==> config.mk <==
export PLATFORM = sky130hd
export DESIGN_NAME = fifo_push_arbiter
export DESIGN_NICKNAME = d
export VERILOG_FILES = /design/src/rtl/fifo_push_arbiter_pkg.sv /design/src/rtl/fifo_push_arbiter_rr_arbiter_2.sv /design/src/rtl/fifo_push_arbiter.sv
export SDC_FILE = /design/constraint.sdc
export NUM_CORES = 1
export LEC_CHECK = 0
export ABC_AREA = 1
export CAP_MARGIN = 20
export CORE_ASPECT_RATIO = 0.75
export CORE_UTILIZATION = 49
export DETAILED_ROUTE_END_ITERATION = 12
export PLACE_DENSITY = 0.92
export REMOVE_ABC_BUFFERS = 1
export SYNTH_ARGS = -nofsm -noshare
export SYNTH_HDL_FRONTEND = slang
export SYNTH_SLANG_ARGS = --single-unit
export TNS_END_PERCENT = 50
==> constraint.sdc <==
create_clock -name clk -period 3 [get_ports clk]
set_input_delay 0.45 -clock clk [delete_from_list [all_inputs] [get_ports clk]]
set_output_delay 0.45 -clock clk [all_outputs]
set_load 0.02 [all_outputs]
==> src/rtl/fifo_push_arbiter_pkg.sv <==
// Shared types and constants for the two-producer FIFO push arbiter.
// Frames are three bytes long: a tag byte, then the high and low bytes of the result word.
package fifo_push_arbiter_pkg;

  typedef enum logic [1:0] {
    IDLE = 2'd0,
    TAG  = 2'd1,
    HI   = 2'd2,
    LO   = 2'd3
  } state_t;

  typedef enum logic {
    GRANT_A = 1'b0,
    GRANT_B = 1'b1
  } grant_t;

  localparam logic [7:0] DEFAULT_TAG_A = 8'h44;
  localparam logic [7:0] DEFAULT_TAG_B = 8'h53;
  localparam int unsigned FRAME_LEN = 3;

  // Successor of a frame state once its byte has been pushed.
  function automatic state_t next_frame_state(input state_t s);
    case (s)
      TAG:     return HI;
      HI:      return LO;
      default: return IDLE;
    endcase
  endfunction

endpackage

==> src/rtl/fifo_push_arbiter_rr_arbiter_2.sv <==
// Two-way round-robin arbiter: a lone request wins outright, and a tie goes to the side
// that was not granted last. The grant is one-hot and is suppressed when en is low.
module rr_arbiter_2
  import fifo_push_arbiter_pkg::*;
(
  input  logic   req_a,
  input  logic   req_b,
  input  grant_t last_grant,
  input  logic   en,
  output logic   gnt_a,
  output logic   gnt_b
);

  assign gnt_a = en && req_a && (!req_b || (last_grant == GRANT_B));
  assign gnt_b = en && req_b && (!req_a || (last_grant == GRANT_A));

endmodule

==> src/rtl/fifo_push_arbiter.sv <==
// Arbitrates two sensor producers onto the TX FIFO push port. Each granted 16-bit word
// is emitted as an atomic tag/high/low frame, and every push is throttled by fifo_full.
module fifo_push_arbiter
  import fifo_push_arbiter_pkg::*;
#(
  parameter logic [7:0] TAG_A = DEFAULT_TAG_A,
  parameter logic [7:0] TAG_B = DEFAULT_TAG_B
) (
  input  logic        clk,
  input  logic        rst,
  input  logic        req_a,
  input  logic [15:0] data_a,
  output logic        ack_a,
  input  logic        req_b,
  input  logic [15:0] data_b,
  output logic        ack_b,
  input  logic        fifo_full,
  output logic        fifo_push,
  output logic [7:0]  fifo_push_data,
  output logic        busy
);

  state_t      state;
  grant_t      last_grant;
  logic [15:0] word;
  logic [7:0]  tag;
  logic        gnt_a;
  logic        gnt_b;

  // Gating the enable with rst keeps both acks low for as long as reset is held.
  rr_arbiter_2 u_arb (
    .req_a      (req_a),
    .req_b      (req_b),
    .last_grant (last_grant),
    .en         ((state == IDLE) && rst),
    .gnt_a      (gnt_a),
    .gnt_b      (gnt_b)
  );

  assign ack_a = gnt_a;
  assign ack_b = gnt_b;

  always_ff @(posedge clk or negedge rst) begin
    if (!rst) begin
      state      <= IDLE;
      last_grant <= GRANT_B;
      word       <= 16'h0000;
      tag        <= 8'h00;
    end else begin
      case (state)
        IDLE: begin
          if (gnt_a) begin
            word       <= data_a;
            tag        <= TAG_A;
            last_grant <= GRANT_A;
            state      <= TAG;
          end else if (gnt_b) begin
            word       <= data_b;
            tag        <= TAG_B;
            last_grant <= GRANT_B;
            state      <= TAG;
          end
        end
        default: begin
          // A full FIFO freezes the frame in place so no byte is skipped or repeated.
          if (!fifo_full) state <= next_frame_state(state);
        end
      endcase
    end
  end

  always_comb begin
    fifo_push      = 1'b0;
    fifo_push_data = 8'h00;
    case (state)
      TAG: begin
        fifo_push      = !fifo_full;
        fifo_push_data = tag;
      end
      HI: begin
        fifo_push      = !fifo_full;
        fifo_push_data = word[15:8];
      end
      LO: begin
        fifo_push      = !fifo_full;
        fifo_push_data = word[7:0];
      end
      default: begin
        fifo_push      = 1'b0;
        fifo_push_data = 8'h00;
      end
    endcase
  end

  assign busy = (state != IDLE);

endmodule

==> results of run 1 <==
power by group through the flow:
stage               sequential, W  clock, W  combinational [W]
finish                   0.000512  0.000282           0.000859
global route             0.000531  0.000296           0.000960
CTS                      0.000511  0.000284           0.000864
floorplan                0.000499         0           0.000528
global placement         0.000511         0           0.000832
detailed placement       0.000515         0           0.000856
layout by cell type, fill, tap and decap left out, drive strengths merged:
master         instances
dfrtp                 21
dfstp                  1
bufinv                 1
nand2                 80
inv                   46
clkdlybuf4s50         48
nand3                 41
o21ai                  3
nor2                   3
buf                    4
clkbuf                 3
a21oi                  4
ha                     4
or2                    2
final cells by class:
class                           count  area, um2
Timing Repair Buffer               52        510
Fill cell                         209        696
Multi-Input combinational cell    137        656
Clock buffer                        3       41.3
Inverter                           46        173
Clock inverter                      1       30.0
Sequential cell                    22        552
Tap cell                           36       45.0
path summary, 6_finish.rpt:
| path | slack (ps) | to |
|---|---|---|
| min | 470 | tag[6]$_DFFE_PN0P_ |
| max reg2reg | 960 | word[5]$_DFFE_PN0P_ |
| max | 300 | ack_a |
| min reg2reg | 470 | tag[6]$_DFFE_PN0P_ |
| max in group asynchronous | 2100 | last_grant$_DFFE_PN1P_ |
| min in group asynchronous | 690 | tag[4]$_DFFE_PN0P_ |
sequential cells by signal, indices dropped and copies added, names as in the netlist:
name	cells
word	16
tag	3
state	2
last_grant	1
kinds of logic (layout without fill, tap and decap cells):
kind of cell,count (synthesis),in the layout
AOI/OAI and AO/OA,7,7
adders and majority gates,4,4
and+or+nand+nor,126,126
buffers and inverters,55,102
DFF,22,22
metal layers:
metal,GRT usage,wire length (um)
met5,0,0
met2,0.415,1560
met1,0.326,1490
met3,0.0701,295
met4,0.0556,26
worst max-delay path, cell delays in order, from the launching register on:
cell                              delay, ps
sky130_fd_sc_hd__dfrtp_1                420
sky130_fd_sc_hd__inv_1                   90
sky130_fd_sc_hd__ha_1                   410
sky130_fd_sc_hd__nand2_4                110
sky130_fd_sc_hd__nor2_8                 120
sky130_fd_sc_hd__nand2_4                140
sky130_fd_sc_hd__inv_1                   90
sky130_fd_sc_hd__clkdlybuf4s50_1        600
stage by stage:
| step | total power (W) | cells | util |
|---|---|---|---|
| 6_report | 0.00165 | 297 | 0.743 |
| 5_1_grt | 0.00179 | 297 | 0.743 |
| 4_1_cts | 0.00166 | 297 | 0.743 |
| 3_5_place_dp | 0.00137 | 293 | 0.716 |
| 3_3_place_gp | 0.00134 | 293 | 0.716 |
| 2_1_floorplan | 0.00103 | 205 | - |
==> results.yml, run 1 <==
status:
  status: "finished clean"
route:
  ant_nets: 0
  routedWlPerCell_um: 11.3
  via_per_inst: 4.89
  detail_route.iter0.violations: 70
  drc: 0
  drt_pass1_iterations: 5
  vias: 1452
  routed_wl_um: 3360
power:
  p_seq_frac: 0.310
  power_switching_share: 0.417
  cellInternalPower_w: 0.000963
  net-switching-power_w: 0.000690
  p_clk_frac: 0.171
  power.share.combinational: 0.520
  pwr_dens_mw_per_mm2: 824
  vdd_ir_drop_max_mv: 0.372
  static-leakage-power_nw: 1.12
yosys:
  synth.distinct_cells: 20
  mappedNetlistArea_mm2: 0.00145
  share_of_synthesized_cell_area_in_full_adder_half_adder_and_majority_cells: 0.0345
  library_cell_with_the_highest_instance_count_after_synthesis: "sky130_fd_sc_hd__nand2_1"
  share_of_the_synthesized_area_in_compound_gates_ao_oa_aoi_oai: 0.0242
  synth_enable_flop_cells: 0
  ys_top_cells_by_area: "sky130_fd_sc_hd__dfrtp_1 36%, sky130_fd_sc_hd__nand2_1 20%, sky130_fd_sc_hd__nand3_1 14%"
  asyncSetResetFlopFracSynth: 1.00
  synth-warning-count: 0
  post_synth_inst_count: 214
  synth.area.mux_share: 0
  synth-seq-area-share: 0.381
  synth_common_cells: "76 x sky130_fd_sc_hd__nand2_1, 45 x sky130_fd_sc_hd__inv_1, 40 x sky130_fd_sc_hd__nand3_1"
  synth_top_family_by_area: "simple AND/OR/NAND/NOR gates"
  yosys_register_bits: 22
  netlist.top_cell.by_area: "sky130_fd_sc_hd__dfrtp_1"
  synth_top_flop_cell: "sky130_fd_sc_hd__dfrtp_1"
  postSynthAreaPerCell_um2: 6.78
  synth_top_area_frac: 0.362
  area_fraction_in_and_or_nand_and_nor_cells_after_synthesis: 0.393
  synth_xor_area_frac: 0
floorplanning:
  i_o_pins: 49
  die-height_um: 49.1
  die_width_um: 64.8
  rows: 16
  core_area_mm2: 0.00270
  dieArea_mm2: 0.00318
  initial_utilization: 0.537
clock_tree:
  postCtsSetupBuffers: 0
  clkSinkCount: 22
  ctsRootBufferMaster: "sky130_fd_sc_hd__clkbuf_8"
  h_tree_level_count: 1
  number_of_clock_buffers_inserted_by_tritoncts: 3
  cts_hold_buf: 0
  post_cts.resized_instances: 0
  tritoncts: "done"
  clk_pin_slew_worst_paths_ps: 80
  clkLatencyLatePin_ps: 270
  clock_tree.buffer_depth: 2
global_route:
  antenna_found_initial: 0
  grt_first_pass_wirelength_um: 6070
  maximum_number_of_pins_on_one_net_before_global_route_repair: 21
  grt_pass1_vias: 1390
  all_layer_gr_usage: 0.251
  overflow: 0
placed_design:
  placed_area_mm2: 0.00194
  post-place-ws_ps: 449
  hpwl_after_detailed_placement_um: 2430
  port_buffer_count: 48
  finalWeightedCongestion: 0.777
setup_path:
  criticalPathCategory: "flip-flop to output port"
  worst-endpoint-arrival_ps: 2250
  timing.critical_path.from: "state[0]$_DFFE_PN0P_"
  regToRegStartpoint: "state[0]$_DFFE_PN0P_"
  worst-endpoint-required_ps: 2550
  crit_path_end_kind: "output port"
  crit_path_max_fanout: 18
  worst_setup_path_start_kind: "flip-flop"
  worst-r2r-cell-count: 7
timing:
  grt_setup_unrepaired: "false"
  timing.final.ws_setup_ps: 297
  clock_skew_ps: 1.12
  worstMarginPinSlew_ps: 416
  setup_total_negative_slack_ps: 0
  hold_viol_final: 0
  slew_headroom: 0.723
  timing_max_transition_violations_final: 0
  max_clock_freq_ghz: 0.370
  final-setup-viol-count: 0
  fin_worst_hold_slack_ps: 474
  fin_crit_sh: 0.901
  final_worst_path_period_need_ps: 2700
final_layout:
  insertedDiodeCount: 0
  layout_nets: 303
  layout.cell_area.non_filler_mm2: 0.00201
  final_layout_size_suffix_gt1_frac: 0.0690
  layout-area-overhead-vs-synth_pct: 38.4
min_path:
  worst_hold_startpoint: "tag[6]$_DFFE_PN0P_"
  timing.hold.worst.class: "flip-flop to flip-flop"
  timing.hold.worst_path_depth: 1
job:
  max-cap-violations: 0
(Power assumes the default switching activity.)
==> inputs of run 2 (changes only) <==
- CORE_MARGIN: unset -> 2
- SETUP_SLACK_MARGIN: unset -> 0.02
==> results.yml, run 2 (synthesis results as in run 1) <==
status:
  status: "finished clean"
clock_tree:
  h_tree_level_count: 1
  number_of_clock_buffers_inserted_by_tritoncts: 3
  cts_hold_buf: 0
  clock_tree.buffer_depth: 2
  post_cts.resized_instances: 0
  clkLatencyLatePin_ps: 270
  tritoncts: "done"
  ctsRootBufferMaster: "sky130_fd_sc_hd__clkbuf_8"
  postCtsSetupBuffers: 0
  clkSinkCount: 22
  clk_pin_slew_worst_paths_ps: 80
global_route:
  grt_first_pass_wirelength_um: 5800
  all_layer_gr_usage: 0.223
  grt_pass1_vias: 1423
  antenna_found_initial: 0
  maximum_number_of_pins_on_one_net_before_global_route_repair: 21
  overflow: 0
power:
  vdd_ir_drop_max_mv: 0.414
  static-leakage-power_nw: 1.12
  power_switching_share: 0.416
  p_clk_frac: 0.170
  net-switching-power_w: 0.000687
  p_seq_frac: 0.313
  pwr_dens_mw_per_mm2: 821
  power.share.combinational: 0.518
  cellInternalPower_w: 0.000963
route:
  drc: 0
  drt_pass1_iterations: 4
  via_per_inst: 4.76
  top_signal_layer_used: "met4"
  detailroute.wirelength.met2_um: 1720
  vias: 1423
  ant_nets: 0
  routedWlPerCell_um: 11.2
  detail_route.iter0.violations: 103
  routed_wl_um: 3340
  met1_routed_length_um: 1410
  met3RoutedLength_um: 191
floorplanning:
  rows: 17
  die-height_um: 51.1
  dieArea_mm2: 0.00341
  i_o_pins: 49
  core_area_mm2: 0.00287
  initial_utilization: 0.505
  die_width_um: 66.8
timing:
  grt_setup_unrepaired: "false"
  slew_headroom: 0.723
  setup_total_negative_slack_ps: 0
  final_worst_path_period_need_ps: 2740
  final-setup-viol-count: 0
  clock_skew_ps: 3.26
  fin_crit_sh: 0.913
  hold_viol_final: 0
  worstMarginPinSlew_ps: 415
  max_clock_freq_ghz: 0.365
  timing_max_transition_violations_final: 0
placed_design:
  port_buffer_count: 48
  hpwl_after_detailed_placement_um: 2480
  placed_area_mm2: 0.00194
  finalWeightedCongestion: 0.767
setup_path:
  crit_chain: "inv_1 -> ha_1 -> nand3_2 -> a21oi_1 -> clkdlybuf4s50_1"
  critical-path-slowest-cell: "sky130_fd_sc_hd__clkdlybuf4s50_1"
  crit_path_end_kind: "output port"
  timing.critical_path.buf_inv: 2
  crit_path_max_fanout: 9
  worst-endpoint-required_ps: 2550
  criticalPathCategory: "flip-flop to output port"
  worst-endpoint-arrival_ps: 2290
  worst_setup_path_start_kind: "flip-flop"
  timing.critical_path.slowest_cell_delay_ps: 660
  critical_path.top_delay_family: "buffers and inverters"
final_layout:
  layout_nets: 303
  final_layout_size_suffix_gt1_frac: 0.0690
  insertedDiodeCount: 0
  registers.top_by_ff_count: "word"
  number_of_fill_cells: 232
  largest_register_ffs: 16
  layout.cell_area.non_filler_mm2: 0.00201
  reg_top3: "word x16, tag x3, state x2"
  final_cell_mix: "76 x sky130_fd_sc_hd__nand2_1, 48 x sky130_fd_sc_hd__clkdlybuf4s50_1, 45 x sky130_fd_sc_hd__inv_1"
  most_common_library_cell_in_the_layout_ignoring_fill_and_taps: "sky130_fd_sc_hd__nand2_1"
  layout-area-overhead-vs-synth_pct: 38.6
  post-route-util: 0.700
job:
  max-cap-violations: 0
min_path:
  timing.hold.worst.class: "flip-flop to flip-flop"
run 2: per-layer routing:
layer	vias to the layer above	track usage
met2	39	0.407
met1	643	0.258
met3	4	0.0683
met4	0	0.0408
met5	-	0
li1	737	-
run 2: layout make-up:
| class | instances | area (um2) | share of cell area |
|---|---|---|---|
| well taps | 38 | 47.5 | 0.0237 |
| clock inverters | 1 | 30.0 | 0.0149 |
| clock buffers | 3 | 41.3 | 0.0205 |
| multi-input cells | 137 | 656 | 0.326 |
| flip-flops and latches | 22 | 552 | 0.275 |
| repair buffers | 52 | 510 | 0.254 |
| inverters | 46 | 173 | 0.0859 |
run 2: per-stage QoR:
step | power, W | hold WS [ps] | setup WS (ps) | std cells
4_1_cts | 0.00166 | 485 | 267 | 299
2_1_floorplan | 0.00103 | 154 | 1170 | 205
5_1_grt | 0.00178 | 510 | 144 | 299
6_report | 0.00165 | 487 | 262 | 299
3_5_place_dp | 0.00137 | 458 | 465 | 295
3_3_place_gp | 0.00133 | 453 | 486 | 295
run 2: final timing paths:
check | from | to | slack, ps | depth (start not counted)
max reg2reg | state[0]$_DFFE_PN0P_ | state[0]$_DFFE_PN0P_ | 950 | 7
min reg2reg | tag[6]$_DFFE_PN0P_ | tag[6]$_DFFE_PN0P_ | 490 | 1
max | state[0]$_DFFE_PN0P_ | ack_b | 260 | 5
max in group asynchronous | rst | last_grant$_DFFE_PN1P_ | 2120 | 2
min | tag[6]$_DFFE_PN0P_ | tag[6]$_DFFE_PN0P_ | 490 | 1
min in group asynchronous | rst | tag[2]$_DFFE_PN0P_ | 660 | 2
run 2: power groups by stage:
stage          logic, W  clock network, W  registers (W)
3_5_place_dp   0.000853                 0       0.000517
5_1_grt        0.000951          0.000291       0.000534
3_3_place_gp   0.000825                 0       0.000510
6_report       0.000854          0.000280       0.000516
4_1_cts        0.000863          0.000281       0.000515
2_1_floorplan  0.000528                 0       0.000499
